$ cat src/rtl/rx_fifo.sv
//==============================================================================
// rx_fifo - 16550-style receive FIFO with per-character status | rev 1.0
//==============================================================================
`default_nettype none

module rx_fifo #(
   parameter int DEPTH = 16,
   parameter int AW    = 4
) (
   input  logic          clk,
   input  logic          rst,
   input  logic          en,
   input  logic          clr,
   input  logic [1:0]    trig_lvl,
   input  logic          push,
   input  logic [7:0]    din,
   input  logic          pe_in,
   input  logic          fe_in,
   input  logic          bi_in,
   input  logic          pop,
   input  logic          lsr_rd,
   output logic [7:0]    dout,
   output logic          pe_out,
   output logic          fe_out,
   output logic          bi_out,
   output logic          empty,
   output logic          full,
   output logic [AW:0]   count,
   output logic          trig,
   output logic          overrun,
   output logic          err_in_fifo
);

   localparam logic [AW:0]   FULL_DEPTH = (AW+1)'(DEPTH);
   localparam logic [AW:0]   CNT_ONE    = (AW+1)'(1);
   localparam logic [AW-1:0] PTR_ONE    = AW'(1);

   logic [10:0]   mem [DEPTH];
   logic [AW-1:0] wptr;
   logic [AW-1:0] rptr;
   logic [AW:0]   cnt;
   logic [AW:0]   err_cnt;
   logic          ovr;
   logic          en_q;

   logic [AW:0]   eff_depth;
   logic [4:0]    trig_level;
   logic [10:0]   head;
   logic          flush;
   logic          pop_ok;
   logic          push_ok;
   logic          drop;
   logic          push_err;
   logic          pop_err;

   // In 16450 mode the FIFO degenerates to a single holding register.
   always_comb begin
      eff_depth = en ? FULL_DEPTH : CNT_ONE;
      case (trig_lvl)
         2'b00:   trig_level = 5'd1;
         2'b01:   trig_level = 5'd4;
         2'b10:   trig_level = 5'd8;
         default: trig_level = 5'd14;
      endcase
      if (!en) trig_level = 5'd1;
   end

   assign head     = mem[rptr];
   assign flush    = clr | (en ^ en_q);
   assign pop_ok   = pop & (cnt != '0);
   // A push into a full FIFO still fits when a pop frees a slot in the same cycle.
   assign push_ok  = push & ((cnt < eff_depth) | pop_ok);
   assign drop     = push & ~push_ok & ~flush;
   assign push_err = push_ok & (pe_in | fe_in | bi_in);
   assign pop_err  = pop_ok & (|head[10:8]);

   always_ff @(posedge clk) begin
      if (push_ok && !flush) mem[wptr] <= {bi_in, fe_in, pe_in, din};
   end

   always_ff @(posedge clk) begin
      if (rst) begin
         wptr    <= '0;
         rptr    <= '0;
         cnt     <= '0;
         err_cnt <= '0;
         ovr     <= 1'b0;
         en_q    <= 1'b0;
      end else begin
         en_q <= en;
         if (flush) begin
            wptr    <= '0;
            rptr    <= '0;
            cnt     <= '0;
            err_cnt <= '0;
         end else begin
            if (push_ok) wptr <= wptr + PTR_ONE;
            if (pop_ok)  rptr <= rptr + PTR_ONE;
            case ({push_ok, pop_ok})
               2'b10:   cnt <= cnt + CNT_ONE;
               2'b01:   cnt <= cnt - CNT_ONE;
               default: cnt <= cnt;
            endcase
            case ({push_err, pop_err})
               2'b10:   err_cnt <= err_cnt + CNT_ONE;
               2'b01:   err_cnt <= err_cnt - CNT_ONE;
               default: err_cnt <= err_cnt;
            endcase
         end
         if (drop)        ovr <= 1'b1;
         else if (lsr_rd) ovr <= 1'b0;
      end
   end

   // Masking while empty keeps the head outputs known before any write.
   assign {bi_out, fe_out, pe_out, dout} = empty ? 11'd0 : head;
   assign empty       = (cnt == '0);
   assign full        = (cnt == eff_depth);
   assign count       = cnt;
   assign trig        = int'(cnt) >= int'(trig_level);
   assign overrun     = ovr;
   assign err_in_fifo = (err_cnt != '0);

endmodule

`default_nettype wire

$ cat config.mk
export PLATFORM = sky130hd
export DESIGN_NAME = rx_fifo
export DESIGN_NICKNAME = d
export VERILOG_FILES = /design/src/rtl/rx_fifo.sv
export SDC_FILE = /design/constraint.sdc
export NUM_CORES = 1
export LEC_CHECK = 0
export BUFFER_PORTS_ARGS = -buffer_cell sky130_fd_sc_hd__buf_2
export CORE_UTILIZATION = 50
export CTS_CLUSTER_DIAMETER = 80
export DETAILED_ROUTE_END_ITERATION = 7
export PLACE_DENSITY = 0.75
export SYNTH_ARGS = -nofsm -noshare
export SYNTH_HDL_FRONTEND = slang
export SYNTH_SLANG_ARGS = --single-unit
$ cat constraint.sdc
create_clock -name clk -period 4.2 [get_ports clk]
set_clock_uncertainty 0.1 [all_clocks]
set_input_delay 0.63 -clock clk [delete_from_list [all_inputs] [get_ports clk]]
set_output_delay 0.63 -clock clk [all_outputs]
set_load 0.02 [all_outputs]
# Word level (Yosys, flattened, before mapping)

Memories as Yosys holds them, arrays and structs flattened. A register that Yosys moved wholly into a read port is not among the register bits.
Index checks and enable logic that the tools add are counted.

Register bits: 20
Bits in writable memories: 176
Input port bits: 20
Output and inout port bits: 21
Logic and storage cells: 58
Memories kept: 1

$add $sub $neg: 6
$lt $le $gt $ge: 2
Equality and inequality tests: 7
Muxes and demuxes: 12
Bitwise logic cells: 13
Reductions and logical operators: 11

Memories:

| memory | depth | width | rd ports | clocked after memory_dff | wr ports | RTL line | RTL |
|---|---|---|---|---|---|---|---|
| mem    | 16    | 11    | 1        | 1                        | 1        | 38       | `logic [10:0] mem [DEPTH];` |

Operators by type and width:

| operator                                                               | number |
|---|---|
| 5-bit case mux with 2 select lines                                     | 2 |
| 4-bit case mux with 3 select lines                                     | 1 |
| 11-bit two-way mux                                                     | 1 |
| 5-bit by 1-bit adder with 5-bit output (second input constant)         | 2 |
| 5-bit two-way mux                                                      | 2 |
| 5-bit nonzero test                                                     | 2 |
| 5-bit by 1-bit subtractor with 5-bit output (second input constant)    | 2 |
| 4-bit by 1-bit adder with 4-bit output (second input constant)         | 2 |
| 4-bit two-way mux                                                      | 2 |
| 1-bit AND                                                              | 6 |
| 2-bit by 1-bit equality test with 1-bit output (second input constant) | 3 |
| 2-bit equality test (second input constant)                            | 3 |
| 2-bit nonzero test                                                     | 3 |
| 5-bit equality test                                                    | 1 |
| 5-bit >= comparator                                                    | 1 |
| 5-bit logical NOT                                                      | 1 |
| 5-bit less-than comparator                                             | 1 |
| 1-bit two-way mux                                                      | 4 |
| 1-bit bitwise OR                                                       | 4 |
| 3-bit OR reduction                                                     | 1 |
| 2-bit logical NOT                                                      | 1 |
| 1-bit NOT                                                              | 2 |
| 2-bit OR reduction                                                     | 1 |
| 1-bit logical AND                                                      | 1 |
| 2 further kinds                                                        | 2 |

# Longest topological paths before layout

Gate-level depths: netlist of run 1.

Depth in word-level cells: 8
Depth in mapped cells: 15
Gate-level depth less buffers: 14

# Worst setup path before layout of run 1

OpenSTA, ideal clock, no wires.

Path kind: input-to-reg
From: in en
To: reg err_cnt[4]
Arrival time: 3439 ps
Data required time: 4030 ps
Slack: 590 ps
Stages on the path: 13
Path buffers: 0
Cell sequence: inv_1 -> ha_1 -> or4b_4 -> a21oi_4 -> o21ai_1 -> or2_2 -> ha_1 -> ha_1 -> nor2b_1 -> o21ai_0 -> a21oi_1 -> or4_1 -> a21oi_1

Word-level cells in the longest chain between the ends: 7
Elaborated cells between the ends (all ways): 12

Ends and longest elaborated chain:

| element                                                                               | RTL line | RTL |
|---|---|---|
| start: declaration                                                                    | 12       | `input logic en,` |
| 5-bit two-way mux                                                                     | 58       | `eff_depth = en ? FULL_DEPTH : CNT_ONE;` |
| 5-bit less-than comparator                                                            | 72       | `assign push_ok = push & ((cnt < eff_depth) \| pop_ok);` |
| 1-bit bitwise OR                                                                      | 72       |  |
| 1-bit AND                                                                             | 72       |  |
| 1-bit AND                                                                             | 74       | `assign push_err = push_ok & (pe_in \| fe_in \| bi_in);` |
| 2-bit by 1-bit equality test with 1-bit output or 2-bit equality test (tied branches) | 104      | `case ({push_err, pop_err})` |
| 5-bit case mux with 2 select lines or 2-bit nonzero test (tied branches)              | --       |  |
| end signal: assignment                                                                | 105      | `2'b10: err_cnt <= err_cnt + CNT_ONE;` |
| end signal: assignment                                                                | 106      | `2'b01: err_cnt <= err_cnt - CNT_ONE;` |
| end signal: assignment                                                                | 107      | `default: err_cnt <= err_cnt;` |
| end: declaration                                                                      | 42       | `logic [AW:0] err_cnt;` |

Parallel ways exist; a longest one is shown, timed or not.
A chain may end at the register's enable or synchronous reset.

==> results of run 1 <==
how the worst max path moves through the flow:
stage	slack [ns]	to	start	depth (start not counted)
6_report	0.33	err_cnt[4]$_SDFFE_PP0P_	flip-flop	11
5_1_grt	0.06	err_cnt[4]$_SDFFE_PP0P_	flip-flop	11
4_1_cts	0.27	err_cnt[4]$_SDFFE_PP0P_	flip-flop	11
3_5_place_dp	0.16	err_cnt[4]$_SDFFE_PP0P_	en	14
3_3_place_gp	0.29	err_cnt[4]$_SDFFE_PP0P_	en	14
2_1_floorplan	0.59	err_cnt[4]$_SDFFE_PP0P_	en	13
critical path, delay by kind of cell (launching register included):
family	cells	cell delay, ns
compound gates	3	0.47
fa+ha+maj	2	0.60
simple gates	4	1.03
flops	1	0.55
mux	2	1.05
per-stage QoR:
step / std cells / worst slack (ns) / hold WS [ns] / total power [mW] / utilization [%]
after floorplan: 454 / 0.590 / 0.353 / 2.28 / -
after detailed placement: 715 / 0.157 / 0.387 / 2.34 / 55.1
final: 746 / 0.328 / 0.280 / 3.90 / 58.8
after global placement: 715 / 0.291 / 0.378 / 2.33 / 55.1
after global routing: 746 / 0.0610 / 0.280 / 4.01 / 58.8
after CTS: 746 / 0.272 / 0.262 / 3.93 / 58.8
logic make-up after synthesis:
kind of cell,count (synthesis)
muxes,57
DFF,200
and+or+nand+nor,102
adders and majority gates,20
buffers and inverters,31
xor gates and xnor gates,11
AOI/OAI and AO/OA,33
synthesized netlist by cell type:
cell / instances
mux4_2: 53
inv_2: 1
mux2i_1: 3
ha_1: 18
a21oi_4: 1
buf_2: 3
o211a_1: 1
and3_1: 2
o21a_1: 1
nand2b_2: 1
nor2b_1: 15
nand4_1: 1
o21ai_1: 2
o211ai_1: 2
clkbuf_1: 8
buf_4: 4
fa_1: 2
xor2_1: 6
a211oi_1: 1
a31oi_1: 2
nor4_1: 1
and3_2: 1
a21oi_1: 12
edfxtp_1: 176
o21ai_0: 6
inv_1: 10
buf_1: 5
o31ai_1: 1
or4_1: 1
or2_2: 2
nand3_1: 9
nand2_1: 16
or3_1: 2
xnor2_1: 5
nand2b_1: 5
or4b_4: 1
nor3_1: 10
dfxtp_1: 24
nor2_1: 35
a22oi_1: 2
mux2_1: 1
a21o_1: 2
layout by cell type (no fill, tap or decap), drive strengths merged, types with 8 or more instances in the layout:
cell type    n
clkbuf      17
ha          18
nor2        35
nor2b       15
nor3        10
dfxtp       24
clkinv       9
a21oi       13
nand2       16
inv         12
nand3        9
edfxtp     176
buf         65
o21ai        8
mux4        53
power breakdown:
part	internal (mW)	switching (mW)	leakage [nW]
Clock	0.926	0.681	0.283
Combinational	0.0451	0.0808	1.08
Sequential	2.17	0.00380	1.78
cell type report:
class / instances / area, sq um / area share (%)
clock inverter: 14 / 158 / 1.68
timing repair buffer: 65 / 388 / 4.14
multi-input combinational: 223 / 2320 / 24.8
tap: 216 / 270 / 2.88
clock buffer: 17 / 425 / 4.54
sequential: 200 / 5770 / 61.5
inverter: 11 / 41.3 / 0.441
state kept, by name (all words and copies together) (netlist names), named ones only:
register and cells:
mem 176, count 5, err_cnt 5, rptr 4, wptr 4, en_q 1, overrun 1
per-layer routing:
metal	global-route usage (%)	part of all wire, %	up-vias
met5	0	0	-
met4	8.62	1.7	0
met3	4.67	5.9	24
met2	35.4	52	139
met1	25.6	40	2114
li1	-	-	1916
==> flow_summary.ini, run 1 <==
[outcome]
status = complete, no violations

[route]
drt-initial-drc-count = 396
dr_total_vias = 4193
firstDrtPassIters = 4
routed_wl_mm = 15.9
wire_per_inst_microns = 21.3
ant_nets = 0
drc = 0
viasPerCell = 5.62

[flow_run]
maxCapViolations = 0

[worst_setup_path]
crit_arrival_ns = 4.13
start_kind = flip-flop
end_kind = flip-flop
r2r_slack_ns = 0.33
crit_fanout = 11
r2r_end = err_cnt[4]$_SDFFE_PP0P_
reg2regPathDepth = 11
cp.required_ns = 4.46
critical_path.max_stage_delay_ns = 0.55
cpMaxStageDelayCell = dfxtp_2
crit_chain = mux4_2 -> mux4_2 -> nor3_1 -> nor2_1 -> ha_1 -> ha_1 -> nor2b_1 -> o21ai_0 -> a21oi_1 -> or4_1 -> a21oi_1
path_class = reg -> reg

[sta]
finalCriticalPeriod_ns = 3.87
finalSetupTns_ns = 0
worstMarginPinSlew_ns = 0.733
post-route-period-util_pct = 92.2
rsz0062_at_grt = false
hold_viol = 0
drv_slew = 0
finalSetupViolations = 0
fmax_mhz = 258
relSlewSlack_pct = 50.9

[grt]
antenna_found_initial = 0
grt_max_degree = 25
grt_pass1_vias = 4369
grt_pass1_wl_mm = 24.5
gr-total-overflow = 0
grt_use_total_pct = 20.7

[die]
rows = 46
die_h_microns = 130
dieArea_sq_mm = 0.0169
start_util_pct = 51.5
core_sq_mm = 0.0159
num_io_pins = 41
die_w_microns = 130

[synth]
synthSimpleGateAreaFrac_pct = 6.09
netlist_instances = 454
synth-seq-area-share_pct = 70.3
yosysUniqueCellTypes = 42
synth_top_area_cell = edfxtp_1
synth_mux_area_share_pct = 15.1
syn_nets = 494
synthXorXnorAreaFrac_pct = 1.17
syn_area_sq_mm = 0.00820
synth_top_area_share_pct = 64.4
yosys_warnings = 0
syn_avg_cell_area_sq_um = 18.1
synth.area.top_cells = edfxtp_1 (64%), mux4_2 (15%), dfxtp_1 (5.9%)
synth-adder-area-share_pct = 3.23
ys_seq_elements = 200
synth_compound_area_share_pct = 2.52
synth_top_family_by_area = multiplexers

[clock_tree]
insertion_delay_ns = 0.43
cts_resized = 0
htree_num_levels = 4
cts.path.max_buffers = 2
post_cts_buffers = 0
cts_root_buf = clkbuf_16
cts_hold_buf = 0
clk_pin_slew_ns = 0.07
cts_tree = yes
cts_num_sinks = 200
cts_buffers = 17

[placed_design]
dpl_cell_area_sq_mm = 0.00879
dp_hpwl_mm = 10.2
gp_congestion = 0.780
numPortBuffers = 40

[pwr]
ir_worst_vdd_mv = 0.348
p_leak_nw = 3.14
power_density_mw_per_mm2 = 416

[finish]
nets = 558
fillers = 1205
area_growth_pct = 14.3
fin_area_sq_mm = 0.00937
antennaDiodeCount = 0
drive_above_1_share_pct = 29.8

[hold_path]
hold_depth = 2
timing.hold.worst.start = rst
min_path_type = in -> reg
hold-path-endpoint = en_q$_SDFF_PP0_
No activity file was read; power rests on OpenSTA's default activity.
==> run 2: changes to the inputs <==
--- a/config.mk
+++ b/config.mk
@@ -10,6 +10,7 @@
 export CTS_CLUSTER_DIAMETER = 80
 export DETAILED_ROUTE_END_ITERATION = 7
 export PLACE_DENSITY = 0.75
+export REMOVE_ABC_BUFFERS = 1
 export SYNTH_ARGS = -nofsm -noshare
 export SYNTH_HDL_FRONTEND = slang
 export SYNTH_SLANG_ARGS = --single-unit
==> run 2 against run 1 <==
  * First-iteration DRC count decreased by 15%
  * Core utilization about the same
  * Highest routed layer unchanged
  * Critical path type unchanged
  * Largest cell class unchanged
  * Critical endpoint unchanged
  * Combinational power about the same
  * Critical path depth unchanged
  * Power decreased by 1.6%
  * Sequential share of layout area about the same
  * Routed wire length increased by 0.48%
  * Clock power decreased by 4%
==> flow_summary.ini, run 2 (synthesis results as in run 1) <==
[placed_design]
dp_slack_ns = 0.239
dp_hpwl_mm = 10.1
gp_congestion = 0.779
dpl_cell_area_sq_mm = 0.00880
numPortBuffers = 40

[worst_setup_path]
crit_family = simple AND/OR/NAND/NOR gates
crit_buf_inv = 0
path_class = reg -> reg
cpMaxStageDelayCell = mux4_2
crit_fanout = 10
start_kind = flip-flop
end_kind = flip-flop
crit_arrival_ns = 4.16
cp.required_ns = 4.46
r2r_slack_ns = 0.29
crit_chain = mux4_2 -> mux4_2 -> nor3_1 -> nor2_1 -> ha_1 -> ha_1 -> nor2b_1 -> o21ai_0 -> a21oi_1 -> or4_1 -> a21oi_1
critical_path.max_stage_delay_ns = 0.56

[finish]
top_register = mem
area_growth_pct = 14.2
antennaDiodeCount = 0
drive_above_1_share_pct = 30.2
largest_reg_flops = 176
layout_commonest_cell = edfxtp_1
nets = 560
final_cell_mix = edfxtp_1 (176), mux4_2 (53), buf_2 (40), nor2_1 (35), buf_4 (27)
fin_area_sq_mm = 0.00937

[die]
die_h_microns = 130
dieArea_sq_mm = 0.0169
start_util_pct = 51.5
rows = 46
die_w_microns = 130
num_io_pins = 41
core_sq_mm = 0.0159

[clock_tree]
insertion_delay_ns = 0.43
cts.path.max_buffers = 2
cts_resized = 0
cts_num_sinks = 200
cts_hold_buf = 0
cts_root_buf = clkbuf_16
clk_pin_slew_ns = 0.07
post_cts_buffers = 0
cts_buffers = 17
htree_num_levels = 4
cts_tree = yes

[route]
wl_met3_microns = 930
ant_nets = 0
dr_total_vias = 4270
viasPerCell = 5.70
wl_met2_mm = 8.07
top_layer_used = met4
drc = 0
drt-initial-drc-count = 335
firstDrtPassIters = 5
routed_wl_mm = 16.0
wire_per_inst_microns = 21.4
met1_length_mm = 6.73

[sta]
hold_viol = 0
finalSetupViolations = 0
finalCriticalPeriod_ns = 3.91
fmax_mhz = 256
rsz0062_at_grt = false
relSlewSlack_pct = 44.9
worstMarginPinSlew_ns = 0.823
post-route-period-util_pct = 93.1
drv_slew = 0
fin_ws_ns = 0.291

[pwr]
intPower_mw = 3.08
switching_share_pct = 19.7
p_sw_uw = 758
pwr-share-clk_pct = 40.2
seqPwrFrac_pct = 56.5
comb_power_share_pct = 3.3
ir_worst_vdd_mv = 0.307
p_leak_nw = 3.13
power_density_mw_per_mm2 = 410

[grt]
gr-total-overflow = 0
grt_max_degree = 29
antenna_found_initial = 0
grt_pass1_wl_mm = 24.8
grt_use_total_pct = 20.8
grt_pass1_vias = 4456

[flow_run]
maxCapViolations = 0

[hold_path]
timing.hold.worst.start = rst
min_path_type = in -> reg

[outcome]
status = complete, no violations
[run 2: cell count changes in the layout (fill, tap and decap cells not counted)]
cell,delta
buf_4,+2
clkinv_2,+1
clkinvlp_4,+2
inv_6,-1
clkbuf_1,+2
clkinv_1,-2
bufinv_16,-1
[run 2: final timing paths]
kind,end,cells after the start
max,err_cnt[4]$_SDFFE_PP0P_,11
max reg2reg,err_cnt[4]$_SDFFE_PP0P_,11
min reg2reg,overrun$_SDFFE_PP0P_,2
min,en_q$_SDFF_PP0_,2
[run 2: area by class of cell]
cell class | instances | area [sq um]
clock buffers | 19 | 433
fillers | 1169 | 6570
inverters | 11 | 41.3
clock inverters | 13 | 131
multi-input cells | 223 | 2320
flip-flops and latches | 200 | 5770
repair buffers | 67 | 403
well taps | 216 | 270
[run 2: worst register-to-register path, cell delays in order, from the launching register on]
cell     delay [ns]
dfxtp_2        0.53
mux4_2         0.57
mux4_2         0.49
nor3_1         0.36
nor2_1         0.08
ha_1           0.25
ha_1           0.31
nor2b_1        0.15
o21ai_0        0.25
a21oi_1        0.13
or4_1          0.47
a21oi_1        0.15
[run 2: layer usage]
metal	vias to the layer above	global-route usage, %
met5	-	0
met2	118	34.8
met4	0	7.39
met3	18	5.29
li1	1912	-
met1	2222	26.6
[run 2: stage by stage]
stage	hold WS [ns]	utilization, %	TNS [ns]	total power [mW]	instances
final	0.277	58.8	0	3.84	749
after global routing	0.271	58.8	0	3.96	749
after CTS	0.260	58.8	0	3.87	749
after detailed placement	0.366	55.2	0	2.34	717
after global placement	0.356	55.2	0	2.33	717
after floorplan	0.353	-	-1.54	2.28	434
[run 2: power groups by stage]
stage                     clock network [mW]  logic [mW]  registers [mW]
after global placement                     0       0.122            2.21
after floorplan                            0      0.0664            2.21
after global routing                    1.65       0.139            2.17
final                                   1.54       0.126            2.17
after CTS                               1.57       0.127            2.17
after detailed placement                   0       0.127            2.21
